==> src/rtl/kmi_transmit_p.sv <==
// kmi_transmit_p
// Host-to-device transmitter for a PS/2 style keyboard/mouse interface.
// The host inhibits the clock line, places a start bit, then lets the device
// clock out the payload (LSB first), optional parity and stop bit. The
// device acknowledges the frame by pulling the data line low on the final
// clock. A watchdog aborts the frame if the device stops clocking.
//
// Ports:
//   ref_clk    - internal clock, all state updates on its rising edge
//   nreset     - asynchronous active-low reset
//   transmit   - start request, accepted only while idle
//   data_in    - payload, captured on the accepted request
//   clk_in     - device clock line readback (asynchronous)
//   serial_in  - data line readback (asynchronous), carries the device ACK
//   serial_out - value driven onto the data line
//   ndata_en   - active-low data line drive enable
//   nclk_en    - active-low clock line pull-down (inhibit)
//   busy       - frame in progress
//   tx_done    - one-cycle pulse on an acknowledged frame
//   tx_err     - one-cycle pulse on a failed frame
//   err_code   - last failure cause: 00 none, 01 no ACK, 10 timeout
module kmi_transmit_p #(
  parameter int DATA_W         = 8,
  parameter int PARITY_MODE    = 1,
  parameter int INHIBIT_CYCLES = 100,
  parameter int TIMEOUT_CYCLES = 4096,
  parameter int SYNC_STAGES    = 2
) (
  input  logic              ref_clk,
  input  logic              nreset,
  input  logic              transmit,
  input  logic [DATA_W-1:0] data_in,
  input  logic              clk_in,
  input  logic              serial_in,
  output logic              serial_out,
  output logic              ndata_en,
  output logic              nclk_en,
  output logic              busy,
  output logic              tx_done,
  output logic              tx_err,
  output logic [1:0]        err_code
);

  localparam int PAR_EN   = (PARITY_MODE != 0) ? 1 : 0;
  localparam int STOP_IDX = DATA_W + PAR_EN;
  localparam int BIT_W    = $clog2(DATA_W + 3);
  localparam int INH_W    = $clog2(INHIBIT_CYCLES + 1);
  localparam int TMO_W    = $clog2(TIMEOUT_CYCLES + 1);

  typedef enum logic [2:0] {IDLE, INHIBIT, REQ, SHIFT, ACK} state_e;

  state_e                 state_q, state_d;
  logic [DATA_W-1:0]      shift_q, shift_d;
  logic                   parity_q, parity_d;
  logic [INH_W-1:0]       inhCnt_q, inhCnt_d;
  logic [TMO_W-1:0]       tmoCnt_q, tmoCnt_d;
  logic [BIT_W-1:0]       bitCnt_q, bitCnt_d;
  logic [1:0]             errCode_q, errCode_d;
  logic                   done_q, done_d;
  logic                   err_q, err_d;
  logic [SYNC_STAGES-1:0] clkSync_q, dataSync_q;
  logic                   clkPrev_q;
  logic                   fe;
  logic                   inhLast;
  logic                   parityIn;

  // Both lines idle high, so the synchronisers reset to 1 to avoid a false
  // falling edge straight after reset.
  always_ff @(posedge ref_clk or negedge nreset) begin
    if (!nreset) begin
      clkSync_q  <= '1;
      dataSync_q <= '1;
      clkPrev_q  <= 1'b1;
    end else begin
      clkSync_q  <= {clkSync_q[SYNC_STAGES-2:0], clk_in};
      dataSync_q <= {dataSync_q[SYNC_STAGES-2:0], serial_in};
      clkPrev_q  <= clkSync_q[SYNC_STAGES-1];
    end
  end

  assign fe      = clkPrev_q & ~clkSync_q[SYNC_STAGES-1];
  assign inhLast = (inhCnt_q == INH_W'(INHIBIT_CYCLES - 1));

  // Parity is fixed at capture time; the payload register is then free to
  // shift right so that bit 0 is always the bit on the line.
  assign parityIn = (PARITY_MODE == 1) ? ~(^data_in) : (^data_in);

  always_ff @(posedge ref_clk or negedge nreset) begin
    if (!nreset) begin
      state_q   <= IDLE;
      shift_q   <= '0;
      parity_q  <= 1'b0;
      inhCnt_q  <= '0;
      tmoCnt_q  <= '0;
      bitCnt_q  <= '0;
      errCode_q <= 2'b00;
      done_q    <= 1'b0;
      err_q     <= 1'b0;
    end else begin
      state_q   <= state_d;
      shift_q   <= shift_d;
      parity_q  <= parity_d;
      inhCnt_q  <= inhCnt_d;
      tmoCnt_q  <= tmoCnt_d;
      bitCnt_q  <= bitCnt_d;
      errCode_q <= errCode_d;
      done_q    <= done_d;
      err_q     <= err_d;
    end
  end

  // Next-state and datapath. In the device-clocked states a falling edge
  // always wins over the watchdog, since it restarts the timeout window.
  always_comb begin
    state_d   = state_q;
    shift_d   = shift_q;
    parity_d  = parity_q;
    inhCnt_d  = inhCnt_q;
    tmoCnt_d  = tmoCnt_q;
    bitCnt_d  = bitCnt_q;
    errCode_d = errCode_q;
    done_d    = 1'b0;
    err_d     = 1'b0;
    case (state_q)
      IDLE: begin
        if (transmit) begin
          state_d   = INHIBIT;
          shift_d   = data_in;
          parity_d  = parityIn;
          errCode_d = 2'b00;
          inhCnt_d  = '0;
          bitCnt_d  = '0;
        end
      end
      INHIBIT: begin
        if (inhLast) begin
          state_d  = REQ;
          tmoCnt_d = '0;
        end else begin
          inhCnt_d = inhCnt_q + 1'b1;
        end
      end
      REQ, SHIFT, ACK: begin
        if (fe) begin
          tmoCnt_d = '0;
          if (state_q == REQ) begin
            state_d  = SHIFT;
            bitCnt_d = '0;
          end else if (state_q == SHIFT) begin
            shift_d = shift_q >> 1;
            if (bitCnt_q == BIT_W'(STOP_IDX)) begin
              state_d = ACK;
            end else begin
              bitCnt_d = bitCnt_q + 1'b1;
            end
          end else begin
            state_d = IDLE;
            if (!dataSync_q[SYNC_STAGES-1]) begin
              done_d = 1'b1;
            end else begin
              err_d     = 1'b1;
              errCode_d = 2'b01;
            end
          end
        end else if (tmoCnt_q == TMO_W'(TIMEOUT_CYCLES - 1)) begin
          state_d   = IDLE;
          tmoCnt_d  = '0;
          err_d     = 1'b1;
          errCode_d = 2'b10;
        end else begin
          tmoCnt_d = tmoCnt_q + 1'b1;
        end
      end
      default: state_d = IDLE;
    endcase
  end

  // Line drivers. The start bit appears in the last inhibit cycle and is
  // held through REQ; the stop bit is a released line.
  always_comb begin
    serial_out = 1'b1;
    ndata_en   = 1'b1;
    nclk_en    = 1'b1;
    busy       = (state_q != IDLE);
    case (state_q)
      INHIBIT: begin
        nclk_en = 1'b0;
        if (inhLast) begin
          ndata_en   = 1'b0;
          serial_out = 1'b0;
        end
      end
      REQ: begin
        ndata_en   = 1'b0;
        serial_out = 1'b0;
      end
      SHIFT: begin
        if (bitCnt_q < BIT_W'(DATA_W)) begin
          ndata_en   = 1'b0;
          serial_out = shift_q[0];
        end else if ((PAR_EN != 0) && (bitCnt_q == BIT_W'(DATA_W))) begin
          ndata_en   = 1'b0;
          serial_out = parity_q;
        end
      end
      default: ;
    endcase
  end

  assign tx_done  = done_q;
  assign tx_err   = err_q;
  assign err_code = errCode_q;

endmodule

==> config.mk <==
export PLATFORM = sky130hd
export DESIGN_NAME = kmi_transmit_p
export DESIGN_NICKNAME = d
export VERILOG_FILES = /design/src/rtl/kmi_transmit_p.sv
export SDC_FILE = /design/constraint.sdc
export NUM_CORES = 1
export LEC_CHECK = 0
export ABC_AREA = 0
export CAP_MARGIN = 20
export CORE_AREA = 4 4 70 72
export DETAILED_ROUTE_END_ITERATION = 16
export DIE_AREA = 0 0 74 76
export GPL_ROUTABILITY_DRIVEN = 0
export GPL_TIMING_DRIVEN = 0
export PLACE_DENSITY = 0.87
export REMOVE_ABC_BUFFERS = 1
export SLEW_MARGIN = 10
export SYNTH_ARGS = -nofsm -noshare
export SYNTH_HDL_FRONTEND = slang
export SYNTH_SLANG_ARGS = --single-unit
==> constraint.sdc <==
create_clock -name ref_clk -period 4 [get_ports ref_clk]
set_input_delay 0.8 -clock ref_clk [delete_from_list [all_inputs] [get_ports ref_clk]]
set_output_delay 0.8 -clock ref_clk [all_outputs]
set_load 0.01 [all_outputs]
Yosys cells after proc, flatten, opt, wreduce, memory -nomap -nowiden
Cells that the tools add are included.
- add/subtract/negate cells: 3
- $lt $le $gt $ge: 1
- eq/ne operators: 21
- muxes and demuxes: 52
- bitwise gates (word level): 3
- reduce and logical (&&, ||, !) cells: 14
- operators by type and width (operator ; count):
    13-bit two-way mux ; 3
    8-bit two-way mux ; 4
    13-bit case mux with 2 select lines ; 1
    3-bit two-way mux ; 7
    4-bit two-way mux ; 5
    3-bit inequality test, second input constant ; 6
    1-bit two-way mux ; 17
    8-bit case mux with 2 select lines ; 1
    7-bit two-way mux ; 2
    7-bit case mux with 2 select lines ; 1
    13-bit by 1-bit adder with 13-bit output, second input constant ; 1
    13-bit by 12-bit equality test with 1-bit output, second input constant ; 1
    2-bit two-way mux ; 6
    2-bit inequality test, second input constant ; 6
    5-bit AND reduction ; 2
    3-bit case mux with 3 select lines ; 1
    4-bit equality test, second input constant ; 2
    4-bit case mux with 2 select lines ; 1
    8-bit parity ; 1
    7-bit by 1-bit adder with 7-bit output, second input constant ; 1
    7-bit equality test, second input constant ; 1
    3-bit by 2-bit equality test with 1-bit output, second input constant ; 2
    1-bit case mux with 3 select lines ; 2
    6-bit AND reduction ; 1
    other kinds (15) ; 19
- register bits: 45
- output and inout port bits: 8

Longest topological paths before layout
Gate-level depths: netlist (run 1).
- depth after elaboration: 6
- depth in mapped cells: 8
- mapped depth without buffers: 6

Worst setup path after synthesis (run 1)
No wires, ideal clock.
- kind: reg-to-output
- start point: reg inhCnt_q[0]
- end point: out ndata_en
- data arrival time: 1.343 ns
- required time: 3.200 ns
- slack: 1.857 ns
- stages on the path, launching flop included: 6
- buffers on the path: 0
- cells stage by stage: dfrtp_1 -> ha_1 -> nor4bb_1 -> nand4_1 -> o21ai_0 -> nand2_1
- word-level cells in the longest chain between the ends: 3
- RTL lines (element ; line ; RTL):
    start, declared ; 55 ; logic [INH_W-1:0] inhCnt_q, inhCnt_d;
    start signal, assigned ; 103 ; inhCnt_q <= inhCnt_d;
    7-bit equality test ; 82 ; assign inhLast = (inhCnt_q == INH_W'(INHIBIT_CYCLES - 1));
    1-bit two-way mux ; 188 ; if (inhLast) begin
    1-bit case mux with 3 select lines ; 185 ; case (state_q)
    end, declared ; 36 ; output logic ndata_en,
Every way passes these cells.

Worst setup path after layout (run 1)
Ends and elaborated chain as after synthesis.

==> results of run 1 <==
==> registers in the layout, summed over array words and instances, names as in the netlist, 2 cells and up <==
signal	cells
dataSync_q	2
tmoCnt_q	13
err_code	2
shift_q	8
inhCnt_q	7
bitCnt_q	4
state_q	3
clkSync_q	2
==> metal layers <==
layer | routed length (um) | global-route usage, %
met5 | 0 | 0
met4 | 78 | 7.07
met3 | 170 | 4.09
met2 | 2390 | 30.6
met1 | 2300 | 25.4
==> cells in the mapped netlist, types with 4 or more instances <==
| master | number | share of area (%) |
|---|---|---|
| o21ai_0 | 17 | 3.5 |
| dfrtp_1 | 40 | 41 |
| a21oi_1 | 9 | 1.8 |
| o211ai_1 | 4 | 1.2 |
| nor2_1 | 12 | 1.8 |
| dfstp_2 | 5 | 5.3 |
| a31oi_1 | 16 | 4.1 |
| nor3_1 | 5 | 1.0 |
| inv_1 | 8 | 1.2 |
| buf_2 | 4 | 0.81 |
| nand4_1 | 4 | 1.0 |
| clkbuf_1 | 6 | 0.92 |
| nand2_1 | 35 | 5.3 |
| xnor2_1 | 11 | 3.9 |
| nand3_1 | 17 | 3.5 |
| ha_1 | 5 | 2.5 |
| nor2b_1 | 5 | 1.3 |
| or3_1 | 6 | 1.5 |
==> final cells by class <==
class,count,area [um2],area share (%)
flip-flops and latches,45,1130,40.9
clock inverters,3,17.5,0.633
clock buffers,5,68.8,2.49
multi-input cells,196,1240,44.7
well taps,52,65.1,2.35
inverters,8,30.0,1.09
repair buffers,21,215,7.78
==> worst min-delay path by stage <==
stage | startpoint | endpoint
finish | clkSync_q[0] | clkSync_q[1]
global route | clkSync_q[0] | clkSync_q[1]
CTS | clkSync_q[0] | clkSync_q[1]
detailed placement | clkSync_q[0] | clkSync_q[1]
global placement | clkSync_q[0] | clkSync_q[1]
floorplan | clkSync_q[0] | clkSync_q[1]
==> logic make-up (layout without fill, tap and decap cells) <==
kind of cell / Yosys count / after routing / share of synthesized area (%)
xor gates and xnor gates: 12 / 12 / 4.27
AOI/OAI and AO/OA: 66 / 66 / 17.2
DFF: 45 / 45 / 46.0
adders and majority gates: 5 / 5 / 2.54
and+or+nand+nor: 110 / 110 / 25.0
buffers and inverters: 20 / 37 / 3.71
muxes: 3 / 3 / 1.32
==> power groups by stage <==
stage          clock network [mW]  logic, mW  registers [mW]
2_1_floorplan                   0      0.222           0.617
3_3_place_gp                    0      0.294           0.631
3_5_place_dp                    0      0.308           0.636
4_1_cts                     0.285      0.308           0.627
5_1_grt                     0.302      0.346           0.643
6_report                    0.277      0.304           0.628
==> metrics by stage <==
step	setup WS, ns	instances	hold WS, ns	utilization, %
4_1_cts	0.872	330	0.360	64.4
3_3_place_gp	0.968	321	0.346	62.1
2_1_floorplan	1.85	249	0.345	-
5_1_grt	0.714	330	0.364	64.4
6_report	0.886	330	0.358	64.4
3_5_place_dp	1.17	322	0.347	62.4
==> results.toml, run 1 <==
[sta]
rsz0062_at_grt = "false"
fin_crit_sh_pct = 77.8
max_freq_ghz = 0.321
hold_viol = 0
drv_slew = 0
max_slew.worst_pin.slew_ns = 0.677
finClkSkew_ns = 0.00715
setup_viol = 0
slew-limit-headroom_pct = 54.8
period_minus_slack_ns = 3.11
fin_setup_tns_ns = 0

[synthesis]
syn_inst = 261
synth_area_um2 = 2460
ys_ff_latch = 45
yosysWarnings = 0
synth_edf_count = 0
seq_area_frac_synth_pct = 46.0
synth_top_flop_cell = "dfrtp_1"
synthArstFlopShare_pct = 100
syn_avg_cell_area_um2 = 9.43
ys_types = 58

[critical_path]
critical_path.top_delay_family = "simple AND/OR/NAND/NOR gates"
r2r_cells = 4
crit_arrival_ns = 2.31
path_cells = "ha_1, nor4bb_1, nand4_1, o21ai_0, nand2_1, clkdlybuf4s50_1"
critical_path.max_stage_delay_ns = 0.52
crit_buf_inv = 1
crit_end = "ndata_en"
r2r_slack_ns = 1.59
cp.required_ns = 3.20
r2r_end = "tmoCnt_q[11]"
startpoint_type = "register"
slowest_stage = "nor4bb_1"
crit_start = "inhCnt_q[0]"
critPathKind = "register to output port"
rr_startpoint = "state_q[2]"
cp.depth = 6
critPathCaptureType = "output port"
crit_fanout = 4

[power_and_ir_drop]
pwr-share-clk_pct = 22.9
p_int_mw = 0.827
finalPower_mw = 1.21
power_frac_seq_pct = 51.9
p_comb_share_pct = 25.1
ir_drop_mv = 0.265
power_density_nw_per_um2 = 437
p_sw_share_pct = 31.6
cellLeakagePower_nw = 1.09
power.switching_mw = 0.382

[layout]
antenna_cells = 0
fillers = 357
area_delta_synth_final_pct = 12.4
final_area_um2 = 2770
final_cell_mix = "40 x dfrtp_1, 35 x nand2_1, 19 x clkdlybuf4s50_1"
final_nets = 295
final_common_cell = "dfrtp_1"
drive_gt1_share_pct = 9.71

[clock_network]
cts_tree = "done"
ctsHoldBuffers = 0
clock_sinks = 45
cts_root_buffer = "clkbuf_8"
numCtsBuffers = 5
clock_latency_ns = 0.30
ctsResizeCount = 0
cts_max_path_buffers = 2
cts_setup_buffers = 0
clkTransAtPathRegs_ns = 0.09
cts_max_level = 2

[route]
wl_per_cell_um = 15.0
antenna_left = 0
vias_per_cell = 5.96
routed_wl_mm = 4.94
drt_iter0_markers = 179
first_pass_iters = 4
drcViolationCount = 0
via_count = 1966

[placement]
dp_hpwl_mm = 3.54
portBuffers = 20
placed_area_um2 = 2680

[global_routing]
antenna_found_initial = 0
track_usage_pct = 19.2
grt_max_degree = 35
overflow = 0
grt_pass1_wl_mm = 8.60
grt_pass1_vias = 1883

[die]
fp.dieH_um = 76
rows = 24
io_pins = 21
coreArea_um2 = 4290
die_w_um = 74
initial_core_util_pct = 57.3
die_area_um2 = 5620

[outcome]
status = "finished, final reports clean"

[job]
cap_violations = 0

[worst_hold_path]
hold_path_class = "register to register"
min_delay_path_depth = 0
Note: power is estimated with default switching activity, not from simulation.
==> run 2, diff against run 1 <==
--- a/config.mk
+++ b/config.mk
@@ -7,12 +7,12 @@
 export LEC_CHECK = 0
 export ABC_AREA = 0
 export CAP_MARGIN = 20
-export CORE_AREA = 4 4 70 72
+export CORE_AREA = 4 4 71 73
 export DETAILED_ROUTE_END_ITERATION = 16
-export DIE_AREA = 0 0 74 76
+export DIE_AREA = 0 0 75 77
 export GPL_ROUTABILITY_DRIVEN = 0
 export GPL_TIMING_DRIVEN = 0
-export PLACE_DENSITY = 0.87
+export PLACE_DENSITY = 0.85
 export REMOVE_ABC_BUFFERS = 1
 export SLEW_MARGIN = 10
 export SYNTH_ARGS = -nofsm -noshare
==> constraint.sdc (replaced) <==
create_clock -name ref_clk -period 3.15 [get_ports ref_clk]
set_input_delay 0.63 -clock ref_clk [delete_from_list [all_inputs] [get_ports ref_clk]]
set_output_delay 0.63 -clock ref_clk [all_outputs]
set_load 0.01 [all_outputs]
==> run 2 against run 1 <==
Against the previous run:
- clock skew hardly changed
- flip-flop and latch count stayed put
- sequential share of layout area is 0.78 points lower
- clock power is 85% higher
- register-to-register slack worse by 0.87 ns
- non-clock buffer count stayed put
- cell area is 1.9% higher
- critical path type unchanged
- count of clock-buffer cells in the layout stayed put
- core utilization is 0.35 points higher
- worst setup slack worse by 0.70 ns
- final cell count stayed put
==> results.toml, run 2 (synthesis gave the netlist of run 1 again) <==
[die]
rows = 24
die_w_um = 75
initial_core_util_pct = 56.5
fp.dieH_um = 77
die_area_um2 = 5780
io_pins = 21
coreArea_um2 = 4350

[critical_path]
critPathKind = "register to output port"
slowest_stage = "nor4bb_2"
critPathCaptureType = "output port"
r2r_cells = 4
crit_fanout = 4
critical_path.max_stage_delay_ns = 0.51
crit_arrival_ns = 2.34
startpoint_type = "register"
cp.required_ns = 2.52
path_cells = "ha_1, nor4bb_2, nand4_1, o21ai_0, nand2_1, clkdlybuf4s50_1"

[placement]
portBuffers = 20
placed_area_um2 = 2680
pre_cts_ws_ns = 0.416
dp_hpwl_mm = 3.46

[layout]
reg_top3 = "tmoCnt_q x13, shift_q x8, inhCnt_q x7"
final_cell_mix = "40 x dfrtp_1, 35 x nand2_1, 19 x clkdlybuf4s50_1"
area_delta_synth_final_pct = 14.6
finish.utilization_pct = 64.8
drive_gt1_share_pct = 10.1
top_register = "tmoCnt_q"
fillers = 334
antenna_cells = 0
final_area_um2 = 2820
final_common_cell = "dfrtp_1"
final_nets = 295
largest_reg_flops = 13

[route]
drcViolationCount = 0
via_count = 2068
wl_per_cell_um = 15.4
antenna_left = 0
routed_wl_mm = 5.07
vias_per_cell = 6.27
drt_iter0_markers = 139
first_pass_iters = 5

[sta]
worst_slack_ns = 0.184
drv_slew = 0
rsz0062_at_grt = "false"
slew-limit-headroom_pct = 54.7
fin_crit_sh_pct = 94.2
max_slew.worst_pin.slew_ns = 0.680
max_freq_ghz = 0.337
fin_setup_tns_ns = 0
hold_viol = 0
setup_viol = 0
finClkSkew_ns = 0.00712
period_minus_slack_ns = 2.97

[clock_network]
clock_latency_ns = 0.30
cts_root_buffer = "clkbuf_8"
clock_sinks = 45
clkTransAtPathRegs_ns = 0.09
cts_max_path_buffers = 2
numCtsBuffers = 5
cts_max_level = 2
cts_tree = "done"
cts_setup_buffers = 0

[power_and_ir_drop]
cellLeakagePower_nw = 1.12
ir_drop_mv = 0.380
power_density_nw_per_um2 = 604
finalPower_mw = 1.70

[global_routing]
track_usage_pct = 18.5
grt_pass1_vias = 1886
grt_max_degree = 29
overflow = 0
antenna_found_initial = 0
grt_pass1_wl_mm = 8.58

[worst_hold_path]
hold_path_class = "input port to asynchronous set/reset pin"

[outcome]
status = "finished, final reports clean"

[job]
cap_violations = 0
[run 2: cell count changes in the layout (fill, tap and decap cells not counted), sizes merged]
| cell | change |
|---|---|
| bufinv | +2 |
| clkinv | -1 |
| clkinvlp | -1 |
[run 2: worst paths after layout]
| check | from | endpoint | slack (ns) |
|---|---|---|---|
| worst min-delay path | nreset | inhCnt_q[5] | 0.26 |
| min in group ref_clk | clkSync_q[0] | clkSync_q[1] | 0.37 |
| max in group asynchronous | nreset | clkSync_q[0] | 2.32 |
| worst max-delay path | inhCnt_q[0] | serial_out | 0.18 |
| worst min register to register | clkSync_q[0] | clkSync_q[1] | 0.37 |
| worst max register to register | state_q[2] | tmoCnt_q[5] | 0.72 |
[run 2: layout make-up]
| cell class | count | area [um2] | share of cell area [%] |
|---|---|---|---|
| inverters | 8 | 30.0 | 1.06 |
| well taps | 52 | 65.1 | 2.31 |
| flip-flops and latches | 45 | 1130 | 40.2 |
| clock buffers | 5 | 68.8 | 2.44 |
| multi-input cells | 196 | 1240 | 44.1 |
| clock inverters | 3 | 65.1 | 2.31 |
| repair buffers | 21 | 215 | 7.63 |
[run 2: where the power goes]
part / internal, mW / switching [mW] / leakage (nW)
clock: 0.315 / 0.197 / 0.0681
sequential: 0.695 / 0.110 / 0.570
combinational: 0.204 / 0.183 / 0.481
[run 2: worst max-delay path, delay by kind of cell (launching register included)]
kind                       cells  cell delay, ns
DFF                            1            0.39
buffers and inverters          1            0.48
and+or+nand+nor                3            0.82
AOI/OAI and AO/OA              1            0.15
adders and majority gates      1            0.20
[run 2: stage by stage]
step,cells,hold slack (ns)
2_1_floorplan,249,0.334
3_3_place_gp,321,0.346
3_5_place_dp,322,0.351
4_1_cts,330,0.273
5_1_grt,330,0.288
6_report,330,0.259
[run 2: what timing repair did]
action / in CTS / in global routing
setup endpoints to repair: 0 / 2
hold endpoints to repair: 0 / 0
hold buffers: 0 / 0
resized for setup: 0 / 1
[run 2: layer usage]
metal	up-vias	track usage, %	routed length (um)	share of wire, %
met4	0	6.05	85	1.7
met1	1011	26.1	2400	47
met5	-	0	0	0
met3	11	2.88	206	4.1
li1	981	-	-	-
met2	65	28.7	2380	47
